[src/rtl/serial_subtractor_4bit_pkg.sv]
// Shared definitions for the bit-serial subtractor: FSM encoding, default width
// and the counter-width helper.
package serial_subtractor_4bit_pkg;

  localparam int DEFAULT_WIDTH = 4;

  typedef enum logic [1:0] {
    IDLE = 2'b00,
    RUN  = 2'b01,
    DONE = 2'b10
  } state_e;

  // A one-bit operand still needs a one-bit counter, so clamp $clog2 at 1.
  function automatic int cntWidth(input int w);
    return (w > 1) ? $clog2(w) : 1;
  endfunction

endpackage

[src/rtl/serial_subtractor_4bit_full_subtractor.sv]
// Single-bit full subtractor cell: d = a - b - bin, with borrow-out bout.
module full_subtractor (
  input  logic a,
  input  logic b,
  input  logic bin,
  output logic d,
  output logic bout
);

  assign d    = a ^ b ^ bin;
  assign bout = (~a & b) | (~(a ^ b) & bin);

endmodule

[src/rtl/serial_subtractor_4bit.sv]
// Bit-serial subtractor: D = A - B - B_in computed LSB first, one bit per clock,
// through a single full-subtractor cell; result and borrow are held until the next completion.
module serial_subtractor_4bit
  import serial_subtractor_4bit_pkg::*;
#(
  parameter int WIDTH = DEFAULT_WIDTH
) (
  input  logic             clk,
  input  logic             rst_n,
  input  logic             start,
  input  logic [WIDTH-1:0] A,
  input  logic [WIDTH-1:0] B,
  input  logic             B_in,
  output logic             busy,
  output logic             done,
  output logic [WIDTH-1:0] D,
  output logic             B_out
);

  localparam int             CW   = cntWidth(WIDTH);
  localparam logic [CW-1:0]  LAST = CW'(WIDTH - 1);

  state_e           state_q;
  logic [WIDTH-1:0] a_sr_q;
  logic [WIDTH-1:0] b_sr_q;
  logic [WIDTH-1:0] d_sr_q;
  logic [WIDTH-1:0] d_sr_d;
  logic             brw_q;
  logic [CW-1:0]    cnt_q;
  logic [WIDTH-1:0] D_q;
  logic             B_out_q;
  logic             busy_q;
  logic             done_q;
  logic             diff;
  logic             bo;

  full_subtractor u_cell (
    .a    (a_sr_q[0]),
    .b    (b_sr_q[0]),
    .bin  (brw_q),
    .d    (diff),
    .bout (bo)
  );

  // The difference bit enters at the MSB so the first (LSB) bit lands in bit 0 after WIDTH shifts.
  assign d_sr_d = {diff, d_sr_q[WIDTH-1:1]};

  always_ff @(posedge clk or negedge rst_n) begin
    if (!rst_n) begin
      state_q <= IDLE;
      a_sr_q  <= '0;
      b_sr_q  <= '0;
      d_sr_q  <= '0;
      brw_q   <= 1'b0;
      cnt_q   <= '0;
      D_q     <= '0;
      B_out_q <= 1'b0;
      busy_q  <= 1'b0;
      done_q  <= 1'b0;
    end else begin
      case (state_q)
        IDLE: begin
          if (start) begin
            a_sr_q  <= A;
            b_sr_q  <= B;
            brw_q   <= B_in;
            cnt_q   <= '0;
            state_q <= RUN;
            busy_q  <= 1'b1;
          end
        end
        RUN: begin
          a_sr_q <= a_sr_q >> 1;
          b_sr_q <= b_sr_q >> 1;
          d_sr_q <= d_sr_d;
          brw_q  <= bo;
          cnt_q  <= cnt_q + CW'(1);
          if (cnt_q == LAST) begin
            D_q     <= d_sr_d;
            B_out_q <= bo;
            state_q <= DONE;
            done_q  <= 1'b1;
          end
        end
        DONE: begin
          state_q <= IDLE;
          busy_q  <= 1'b0;
          done_q  <= 1'b0;
        end
        default: begin
          state_q <= IDLE;
          busy_q  <= 1'b0;
          done_q  <= 1'b0;
        end
      endcase
    end
  end

  assign busy  = busy_q;
  assign done  = done_q;
  assign D     = D_q;
  assign B_out = B_out_q;

endmodule
[config.mk]
export PLATFORM = sky130hd
export DESIGN_NAME = serial_subtractor_4bit
export DESIGN_NICKNAME = d
export VERILOG_FILES = /design/src/rtl/serial_subtractor_4bit_pkg.sv /design/src/rtl/serial_subtractor_4bit_full_subtractor.sv /design/src/rtl/serial_subtractor_4bit.sv
export SDC_FILE = /design/constraint.sdc
export NUM_CORES = 1
export LEC_CHECK = 0
export CAP_MARGIN = 15
export CORE_UTILIZATION = 50
export DETAILED_ROUTE_END_ITERATION = 10
export GPL_TIMING_DRIVEN = 0
export PLACE_DENSITY = 0.83
export SYNTH_ARGS = -nofsm -noshare
export SYNTH_HDL_FRONTEND = slang
export SYNTH_SLANG_ARGS = --single-unit
[constraint.sdc]
create_clock -name clk -period 1.8 [get_ports clk]
set_clock_uncertainty 0.1 [all_clocks]
set_input_delay 0.36 -clock clk [delete_from_list [all_inputs] [get_ports clk]]
set_output_delay 0.36 -clock clk [all_outputs]
set_load 0.01 [all_outputs]
==> impl_metrics.json, run 1 <==
{
  "multi_input_area_um2": 405.4,
  "drtIter0Drc": 11,
  "p_comb_share_pct": 47.4,
  "drtPass1Iterations": 4,
  "setup_viol": 0,
  "cts_buffers": 3,
  "wl_um": 1910,
  "rrSetupSlack_ps": 250,
  "portBuffers": 18,
  "design_area_um2": 1289,
  "period_share_pct": 92.61,
  "drive_above_1_share_pct": 18.27,
  "gp_congestion": 0.7483,
  "yosys.area.top_type": "dfrtp_1",
  "p_int_mw": 1.408,
  "clock_latency_ps": 300,
  "synthDominantCellAreaShare_pct": 54.89,
  "grtUsageTotal_pct": 19.43,
  "p_seq_share_pct": 41.8,
  "cts_tree": "done",
  "p_sw_mw": 0.7358,
  "peakVddDrop_mv": 0.8579,
  "coreArea_um2": 1962,
  "cts.clk_slew.worst_paths_ps": 120,
  "hold_viol": 0,
  "crit_slowest_cell": "clkdlybuf4s50_1",
  "grt.overflow.total": 0,
  "placed_cells": 127,
  "async_flop_share_pct": 100.0,
  "area_growth_pct": 22.91,
  "diodes": 0,
  "cp_top_family": "buffers and inverters",
  "post_cts_resized": 0,
  "initial_core_util_pct": 53.44,
  "hpwlAfterDp_um": 1412,
  "pwr-share-clk_pct": 10.8,
  "fin_tns_setup_ps": 0,
  "netlist_area_um2": 1049,
  "antenna_found_initial": 0,
  "cp_max_fo": 2,
  "root_buffer": "clkbuf_4",
  "hold_class": "reg2reg",
  "grt_max_degree": 24,
  "rsz0062_at_grt": "false",
  "crit_buf_inv": 1,
  "synth_seq_cells": 23,
  "synth_common_cells": "23 x dfrtp_1, 9 x inv_1, 7 x mux2_2",
  "cts_max_level": 1,
  "fmax_ghz": 0.5999,
  "die-area_um2": 2284,
  "worstMarginPinSlew_ps": 1008,
  "synth_ff_type": "dfrtp_1",
  "cp_data_arrival_time_ps": 1210,
  "synth-edff-count": 0,
  "dr_total_vias": 723,
  "cp.required_ps": 1340,
  "wl_per_cell_um": 14.58,
  "cp-end-kind": "output pin",
  "yosysSeqAreaShare_pct": 54.89,
  "slowest_delay_ps": 540,
  "die_y_um": 47.80,
  "nets": 119,
  "crit_chain": "clkdlybuf4s50_1",
  "critical_path_class": "reg2out",
  "outcome": "finished, final reports clean",
  "seq_area_um2": 575.6,
  "fillers": 172,
  "netlist_instances": 82,
  "post_dp_cell_area_um2": 1262,
  "yosysUniqueCellTypes": 26,
  "yosys-top-cells-area": "dfrtp_1 55%, mux2_2 7.5%, nor4b_1 5.0%, inv_1 3.2%, nor3b_1 2.9%",
  "layout_setup_ws_ps": 133.0,
  "synth_nets": 96,
  "core.rowCount": 16,
  "setup.worst_path.start_class": "register",
  "syn_area_per_cell_um2": 12.79,
  "final_cells": 131,
  "post-route-util_pct": 65.69,
  "grt_pass1_wl_um": 2994,
  "final_antenna_net_count": 0,
  "holdBufCountCts": 0,
  "clock-sinks": 23,
  "io_pins": 19,
  "yosysWarnings": 0,
  "die_w_um": 47.80,
  "clockBufferDepth": 2,
  "dpl_worst_slack_ps": 40.41,
  "slew_headroom_pct": 32.57,
  "postCtsSetupRepairBufs": 0,
  "swShare_pct": 34.33,
  "maxSlewViolCount": 0,
  "synth.most_common_cell": "dfrtp_1",
  "power_density_nw_per_um2": 1663,
  "grt_pass1_vias": 686,
  "power_leakage_nw": 0.5879,
  "timing.max_cap.violations": 0,
  "post_drt_via_cell_ratio": 5.519,
  "final.min_clock_period_ps": 1667,
  "drc": 0
}
-- routing by layer --
metal | vias to the layer above | wire length (um) | track usage, %
li1 | 339 | - | -
met1 | 356 | 853 | 26.28
met2 | 26 | 940 | 28.92
met3 | 2 | 94 | 3.396
met4 | 0 | 21 | 12.22
met5 | - | 0 | 0
-- state kept, by name, summed over array words and instances, names as in the netlist --
register / flops
b_sr_q: 4
done: 1
B_out: 1
a_sr_q: 4
brw_q: 1
cnt_q: 2
D: 4
busy: 1
state_q: 2
d_sr_q: 3
-- worst reg2reg max path: cells and delay by family (launching register included) --
| family | cells | cell delay [ps] |
|---|---|---|
| flops | 1 | 420 |
| mux | 1 | 400 |
| simple gates | 1 | 380 |
| buf+inv | 1 | 150 |
-- path summary, 6_finish.rpt --
check	startpoint	to	cells past startpoint
hold reg to reg	cnt_q[0]$_DFFE_PN0P_	cnt_q[0]$_DFFE_PN0P_	1
hold / removal	cnt_q[0]$_DFFE_PN0P_	cnt_q[0]$_DFFE_PN0P_	1
setup / recovery	busy$_DFFE_PN0P_	busy	1
setup reg to reg	state_q[1]$_DFFE_PN0P_	d_sr_q[3]$_DFFE_PN0P_	3
min in group asynchronous	rst_n	D[0]$_DFFE_PN0P_	1
max in group asynchronous	rst_n	state_q[1]$_DFFE_PN0P_	1
-- through the flow --
step           power [mW]  hold slack, ps
6_report            2.144           392.7
5_1_grt             2.331           417.9
4_1_cts             2.164           395.2
3_5_place_dp        1.934           378.2
3_3_place_gp        1.880           365.0
2_1_floorplan       1.570          -35.59
-- power groups by stage --
stage	clock network (mW)	registers, mW	logic (mW)
floorplan	0	0.920	0.651
global placement	0	0.897	0.983
detailed placement	0	0.912	1.02
CTS	0.237	0.899	1.03
global route	0.265	0.934	1.13
finish	0.232	0.897	1.02
-- area by class of cell --
| cell class | count | share of cell area (%) |
|---|---|---|
| sequential | 23 | 44.66 |
| timing repair buffer | 18 | 13.98 |
| multi-input combinational | 45 | 31.46 |
| inverter | 9 | 2.621 |
| buffer | 5 | 2.621 |
| clock buffer | 4 | 2.039 |
| tap | 27 | 2.621 |
-- logic make-up after synthesis --
kind of cell	after synthesis	share of synthesized area, %
AOI/OAI and AO/OA	15	11.58
adders and majority gates	2	3.103
buffers and inverters	14	6.443
DFF	23	54.89
muxes	9	9.428
and+or+nand+nor	19	14.56
-- cells in the final DEF (no fill, tap or decap), types with 2 or more instances in the layout --
master	n
nor3b_1	4
buf_2	3
mux2i_1	2
clkbuf_4	3
mux2_2	7
nor4b_1	6
a211oi_1	3
dfrtp_1	23
a21oi_1	3
a221oi_1	3
nor4bb_1	2
clkdlybuf4s50_1	18
nand2b_1	3
inv_1	9
No activity file was read; power rests on OpenSTA's default activity.
==> run 2, diff against run 1 <==
--- a/config.mk
+++ b/config.mk
@@ -5,11 +5,12 @@
 export SDC_FILE = /design/constraint.sdc
 export NUM_CORES = 1
 export LEC_CHECK = 0
+export ABC_AREA = 1
 export CAP_MARGIN = 15
 export CORE_UTILIZATION = 50
 export DETAILED_ROUTE_END_ITERATION = 10
 export GPL_TIMING_DRIVEN = 0
-export PLACE_DENSITY = 0.83
+export PLACE_DENSITY = 0.82
 export SYNTH_ARGS = -nofsm -noshare
 export SYNTH_HDL_FRONTEND = slang
 export SYNTH_SLANG_ARGS = --single-unit
==> run 2 against run 1 <==
- maximum frequency rose by 0.33%
- cell count rose by 31%
- cell area rose by 1.2%
- first-iteration DRC count fell by 55%
- routed wire length fell by 2.0%
- non-clock buffer count rose by 1
- setup slack improved by 5.5 ps
- largest power group unchanged
- synthesized area rose by 1.4%
- sequential share of layout area fell by 0.51 points
==> impl_metrics.json, run 2 <==
{
  "gp_congestion": 0.7641,
  "cp-end-kind": "output pin",
  "period_share_pct": 92.31,
  "worstMarginPinSlew_ps": 989.0,
  "synth_xor_area_share_pct": 0,
  "cp_top_family": "buffers and inverters",
  "die-area_um2": 2316,
  "synthDominantCellAreaShare_pct": 54.12,
  "initial_core_util_pct": 53.66,
  "wl_per_cell_um": 10.95,
  "grt_pass1_vias": 704,
  "diodes": 0,
  "synth-edff-count": 0,
  "rsz0062_at_grt": "false",
  "slew_headroom_pct": 33.86,
  "final.min_clock_period_ps": 1662,
  "clock_latency_ps": 290,
  "grtUsageTotal_pct": 18.92,
  "clock-sinks": 23,
  "yosysUniqueCellTypes": 16,
  "io_pins": 19,
  "dpl_worst_slack_ps": 80.17,
  "fin_tns_setup_ps": 0,
  "yosys-top-cells-area": "dfrtp_1 54%, nand2_1 17%, nand3_1 8.0%, o21ai_2 3.3%, buf_6 3.2%",
  "antenna_found_initial": 0,
  "cp_data_arrival_time_ps": 1200,
  "holdBufCountCts": 0,
  "r2r-start": "b_sr_q[0]$_DFFE_PN0P_",
  "die_w_um": 48.12,
  "syn_area_per_cell_um2": 8.717,
  "dr_total_vias": 836,
  "synth_simple_gate_area_share_pct": 28.59,
  "r2r-end": "d_sr_q[3]$_DFFE_PN0P_",
  "hold_viol": 0,
  "yosys.area.top_type": "dfrtp_1",
  "mostFrequentLayoutCells": "48 x nand2_1, 23 x dfrtp_1, 18 x clkdlybuf4s50_1",
  "critical_path_class": "reg2out",
  "timing.max_cap.violations": 0,
  "power_density_nw_per_um2": 1683,
  "grt.overflow.total": 0,
  "drive_above_1_share_pct": 13.89,
  "cts_buffers": 3,
  "netlist_area_um2": 1064,
  "synth_ff_type": "dfrtp_1",
  "synth_nets": 136,
  "portBuffers": 18,
  "layout_setup_ws_ps": 138.5,
  "drtPass1Iterations": 4,
  "post-route-util_pct": 65.78,
  "rrSetupSlack_ps": 420,
  "nets": 159,
  "layout_commonest_cell": "nand2_1",
  "drtIter0Drc": 5,
  "synth_seq_cells": 23,
  "rr_worst_depth": 4,
  "synth_top_family_by_area": "simple AND/OR/NAND/NOR gates",
  "synth_compound_area_share_pct": 5.647,
  "yosysSeqAreaShare_pct": 54.12,
  "hpwlAfterDp_um": 1375,
  "cts_max_level": 1,
  "core.rowCount": 16,
  "cp.depth": 1,
  "cp.required_ps": 1340,
  "synthMuxAreaShare_pct": 0,
  "worstHoldStart": "d_sr_q[1]$_DFFE_PN0P_",
  "clockBufferDepth": 2,
  "async_flop_share_pct": 100.0,
  "area_growth_pct": 22.59,
  "cp_max_fo": 2,
  "wl_um": 1872,
  "endpoint": "done",
  "maxSlewViolCount": 0,
  "outcome": "finished, final reports clean",
  "postCtsSetupRepairBufs": 0,
  "peakVddDrop_mv": 0.9353,
  "setup.worst_path.start_class": "register",
  "netlist_instances": 122,
  "drc": 0,
  "synth_common_cells": "48 x nand2_1, 23 x dfrtp_1, 17 x nand3_1",
  "crit_slowest_cell": "clkdlybuf4s50_1",
  "grt_pass1_wl_um": 3015,
  "die_y_um": 48.12,
  "root_buffer": "clkbuf_4",
  "cts_tree": "done",
  "cts.clk_slew.worst_paths_ps": 110,
  "yosysWarnings": 0,
  "power_leakage_nw": 0.6808,
  "crit_chain": "clkdlybuf4s50_1",
  "synth.most_common_cell": "nand2_1",
  "crit_buf_inv": 1,
  "final_antenna_net_count": 0,
  "hold_class": "reg2reg",
  "fmax_ghz": 0.6019,
  "cp-startpoint": "done$_DFFE_PN0P_",
  "synth_adder_area_share_pct": 3.059,
  "post_cts_resized": 0,
  "slowest_delay_ps": 540,
  "coreArea_um2": 1982,
  "grt_max_degree": 24,
  "post_drt_via_cell_ratio": 4.889,
  "setup_viol": 0
}
-- run 2: cell count changes after synthesis, moves of 3 or more --
cell,before,now
nand2_1,0,48
nand2_2,0,4
mux2_2,7,0
nand2b_1,3,0
a211oi_1,3,0
a221oi_1,3,0
o21ai_0,0,4
nor4b_1,6,0
nand3_1,0,17
nor3b_1,4,0
o21ai_2,0,4
-- run 2: report_power, final --
| group | switching [mW] | internal, mW | total, mW |
|---|---|---|---|
| combinational | 0.622 | 0.475 | 1.10 |
| clock | 0.137 | 0.0861 | 0.223 |
| sequential | 0.124 | 0.750 | 0.874 |
| total | 0.883 | 1.31 | 2.19 |
-- run 2: logic make-up after synthesis --
kind of cell / count (synthesis)
buf+inv: 16
simple gates: 72
compound gates: 9
fa+ha+maj: 2
flops: 23
-- run 2: routing by layer --
layer	routed length (um)	part of all wire [%]	track usage [%]
met1	893	48	26.01
met2	915	49	30.27
met3	51	2.7	3.333
met4	12	0.64	6.667
met5	0	0	0
-- run 2: metrics by stage --
stage | cells | hold WS, ps | power, mW | instance area, um2
6_report | 171 | 385.9 | 2.194 | 1304
5_1_grt | 171 | 416.2 | 2.404 | 1304
4_1_cts | 171 | 391.3 | 2.217 | 1304
3_5_place_dp | 167 | 364.9 | 1.990 | 1277
3_3_place_gp | 167 | 357.2 | 1.938 | 1277
2_1_floorplan | 122 | -35.59 | 1.625 | 1064
-- run 2: how the worst min path moves through the flow --
| stage | endpoint | slack (ps) | depth (start not counted) |
|---|---|---|---|
| finish | D[0]$_DFFE_PN0P_ | 390 | 2 |
| global placement | D[0]$_DFFE_PN0P_ | 360 | 2 |
| floorplan | B_out$_DFFE_PN0P_ | -40 | 0 |
| global route | D[3]$_DFFE_PN0P_ | 420 | 2 |
| CTS | D[0]$_DFFE_PN0P_ | 390 | 2 |
| detailed placement | D[0]$_DFFE_PN0P_ | 360 | 2 |
-- run 2: layout make-up --
type                    instances  area, um2
fillers                       174      678.2
flip-flops and latches         23      575.6
multi-input cells              83      396.6
repair buffers                 18      180.2
plain buffers                   6      53.80
inverters                      10      37.54
well taps                      27      33.78
clock buffers                   4      26.28
==> run 3, diff against run 2 <==
--- a/config.mk
+++ b/config.mk
@@ -6,7 +6,8 @@
 export NUM_CORES = 1
 export LEC_CHECK = 0
 export ABC_AREA = 1
-export CAP_MARGIN = 15
+export CAP_MARGIN = 30
+export CORE_MARGIN = 1
 export CORE_UTILIZATION = 50
 export DETAILED_ROUTE_END_ITERATION = 10
 export GPL_TIMING_DRIVEN = 0
==> run 3 against run 2 <==
- non-clock buffer count increased by 1
- sequential cell count stayed put
- combinational power is essentially flat
- largest power group unchanged
- cell count grew 0.58%
- critical endpoint unchanged
- sequential share of layout area is 0.50 points lower
- clock power increased by 3%
- global-route usage is 0.63 points higher
- routed wire length is 3.1% higher
==> impl_metrics.json, run 3 (synthesis results as in run 2) <==
{
  "hold_class": "in2async",
  "die_w_um": 48.12,
  "final_antenna_net_count": 0,
  "setup.worst_path.start_class": "register",
  "wl_um": 1930,
  "clockBufferDepth": 2,
  "multi_input_area_um2": 396.6,
  "seq_area_um2": 575.6,
  "layout_commonest_cell": "nand2_1",
  "finalPower_mw": 2.197,
  "postCtsSetupRepairBufs": 0,
  "mostFrequentLayoutCells": "48 x nand2_1, 23 x dfrtp_1, 18 x clkdlybuf4s50_1",
  "clock_latency_ps": 300,
  "clock-sinks": 23,
  "cts.clk_slew.worst_paths_ps": 120,
  "endpoint": "done",
  "final.min_clock_period_ps": 1673,
  "peakVddDrop_mv": 0.9494,
  "post_drt_via_cell_ratio": 5.041,
  "cp_top_family": "buffers and inverters",
  "critical_path_class": "reg2out",
  "grt.overflow.total": 0,
  "power_density_nw_per_um2": 1666,
  "setup_viol": 0,
  "portBuffers": 18,
  "worstMarginPinSlew_ps": 472.5,
  "hold_viol": 0,
  "drtPass1Iterations": 4,
  "rsz0062_at_grt": "false",
  "crit_slowest_cell": "clkdlybuf4s50_1",
  "nets": 160,
  "rrSetupSlack_ps": 430,
  "period_share_pct": 92.96,
  "io_pins": 19,
  "core.rowCount": 16,
  "fmax_ghz": 0.5976,
  "slowest_delay_ps": 540,
  "outcome": "finished, final reports clean",
  "cp_data_arrival_time_ps": 1210,
  "root_buffer": "clkbuf_4",
  "cts_buffers": 3,
  "maxSlewViolCount": 0,
  "grt_pass1_wl_um": 3042,
  "timing.max_cap.violations": 0,
  "die_y_um": 48.12,
  "hpwlAfterDp_um": 1416,
  "wl_per_cell_um": 11.22,
  "r2r-start": "b_sr_q[0]$_DFFE_PN0P_",
  "slew_headroom_pct": 68.40,
  "power_leakage_nw": 0.6882,
  "dr_total_vias": 867,
  "fin_tns_setup_ps": 0,
  "grtUsageTotal_pct": 19.55,
  "cp.depth": 1,
  "cp-end-kind": "output pin",
  "post_cts_resized": 0,
  "grt_pass1_vias": 707,
  "cp_max_fo": 2,
  "rr_worst_depth": 4,
  "cp.required_ps": 1340,
  "drive_above_1_share_pct": 14.48,
  "fillers": 174,
  "drc": 0,
  "diodes": 0,
  "crit_buf_inv": 1,
  "gp_congestion": 0.7641,
  "grt_max_degree": 15,
  "antenna_found_initial": 0,
  "die-area_um2": 2316,
  "area_growth_pct": 24.00,
  "holdBufCountCts": 0,
  "cts_tree": "done",
  "initial_core_util_pct": 53.66,
  "coreArea_um2": 1982,
  "r2r-end": "d_sr_q[3]$_DFFE_PN0P_",
  "crit_chain": "clkdlybuf4s50_1",
  "cp-startpoint": "done$_DFFE_PN0P_",
  "cts_max_level": 1,
  "drtIter0Drc": 14
}
run 3: changes by cell type in the layout (fill, tap and decap cells not counted):
cell and change:
buf_8 +1
run 3: worst min path at each step:
stage                     slack (ps)  depth (start not counted)                  start               endpoint
after detailed placement         370                          2       D[3]$_DFFE_PN0P_       D[3]$_DFFE_PN0P_
after floorplan                  -40                          0                  rst_n      B_out$_DFFE_PN0P_
after global placement           360                          2  d_sr_q[1]$_DFFE_PN0P_       D[0]$_DFFE_PN0P_
after global routing             280                          1                  rst_n   cnt_q[1]$_DFFE_PN0P_
after CTS                        270                          1                  rst_n   cnt_q[1]$_DFFE_PN0P_
final                            260                          1                  rst_n  a_sr_q[2]$_DFFE_PN0P_
run 3: power breakdown:
group / switching (mW) / internal [mW] / total, mW / leakage [nW]
Combinational: 0.617 / 0.475 / 1.09 / 0.386
Sequential: 0.125 / 0.750 / 0.875 / 0.287
Clock: 0.144 / 0.0864 / 0.230 / 0.0150
run 3: layout make-up:
cell class,instances,share of cell area (%)
flip-flops and latches,23,43.64
multi-input cells,83,30.08
repair buffers,19,14.80
plain buffers,6,4.080
inverters,10,2.846
well taps,27,2.562
clock buffers,4,1.992
run 3: per-stage QoR:
stage | cell area (um2) | instances | setup WS [ps] | util [%] | hold WS (ps)
2_1_floorplan | 1064 | 122 | 546.8 | - | -35.59
3_3_place_gp | 1277 | 167 | 102.1 | 64.46 | 357.2
3_5_place_dp | 1292 | 168 | 364.4 | 65.21 | 367.8
4_1_cts | 1319 | 172 | 116.4 | 66.54 | 273.4
5_1_grt | 1319 | 172 | 75.53 | 66.54 | 283.3
6_report | 1319 | 172 | 126.7 | 66.54 | 261.8
run 3: layer usage:
layer | up-vias | wire length (um) | global-route usage [%]
met4 | 0 | 29 | 8.333
li1 | 431 | - | -
met5 | - | 0 | 0
met1 | 410 | 813 | 25.78
met3 | 4 | 97 | 4.444
met2 | 22 | 989 | 31.08
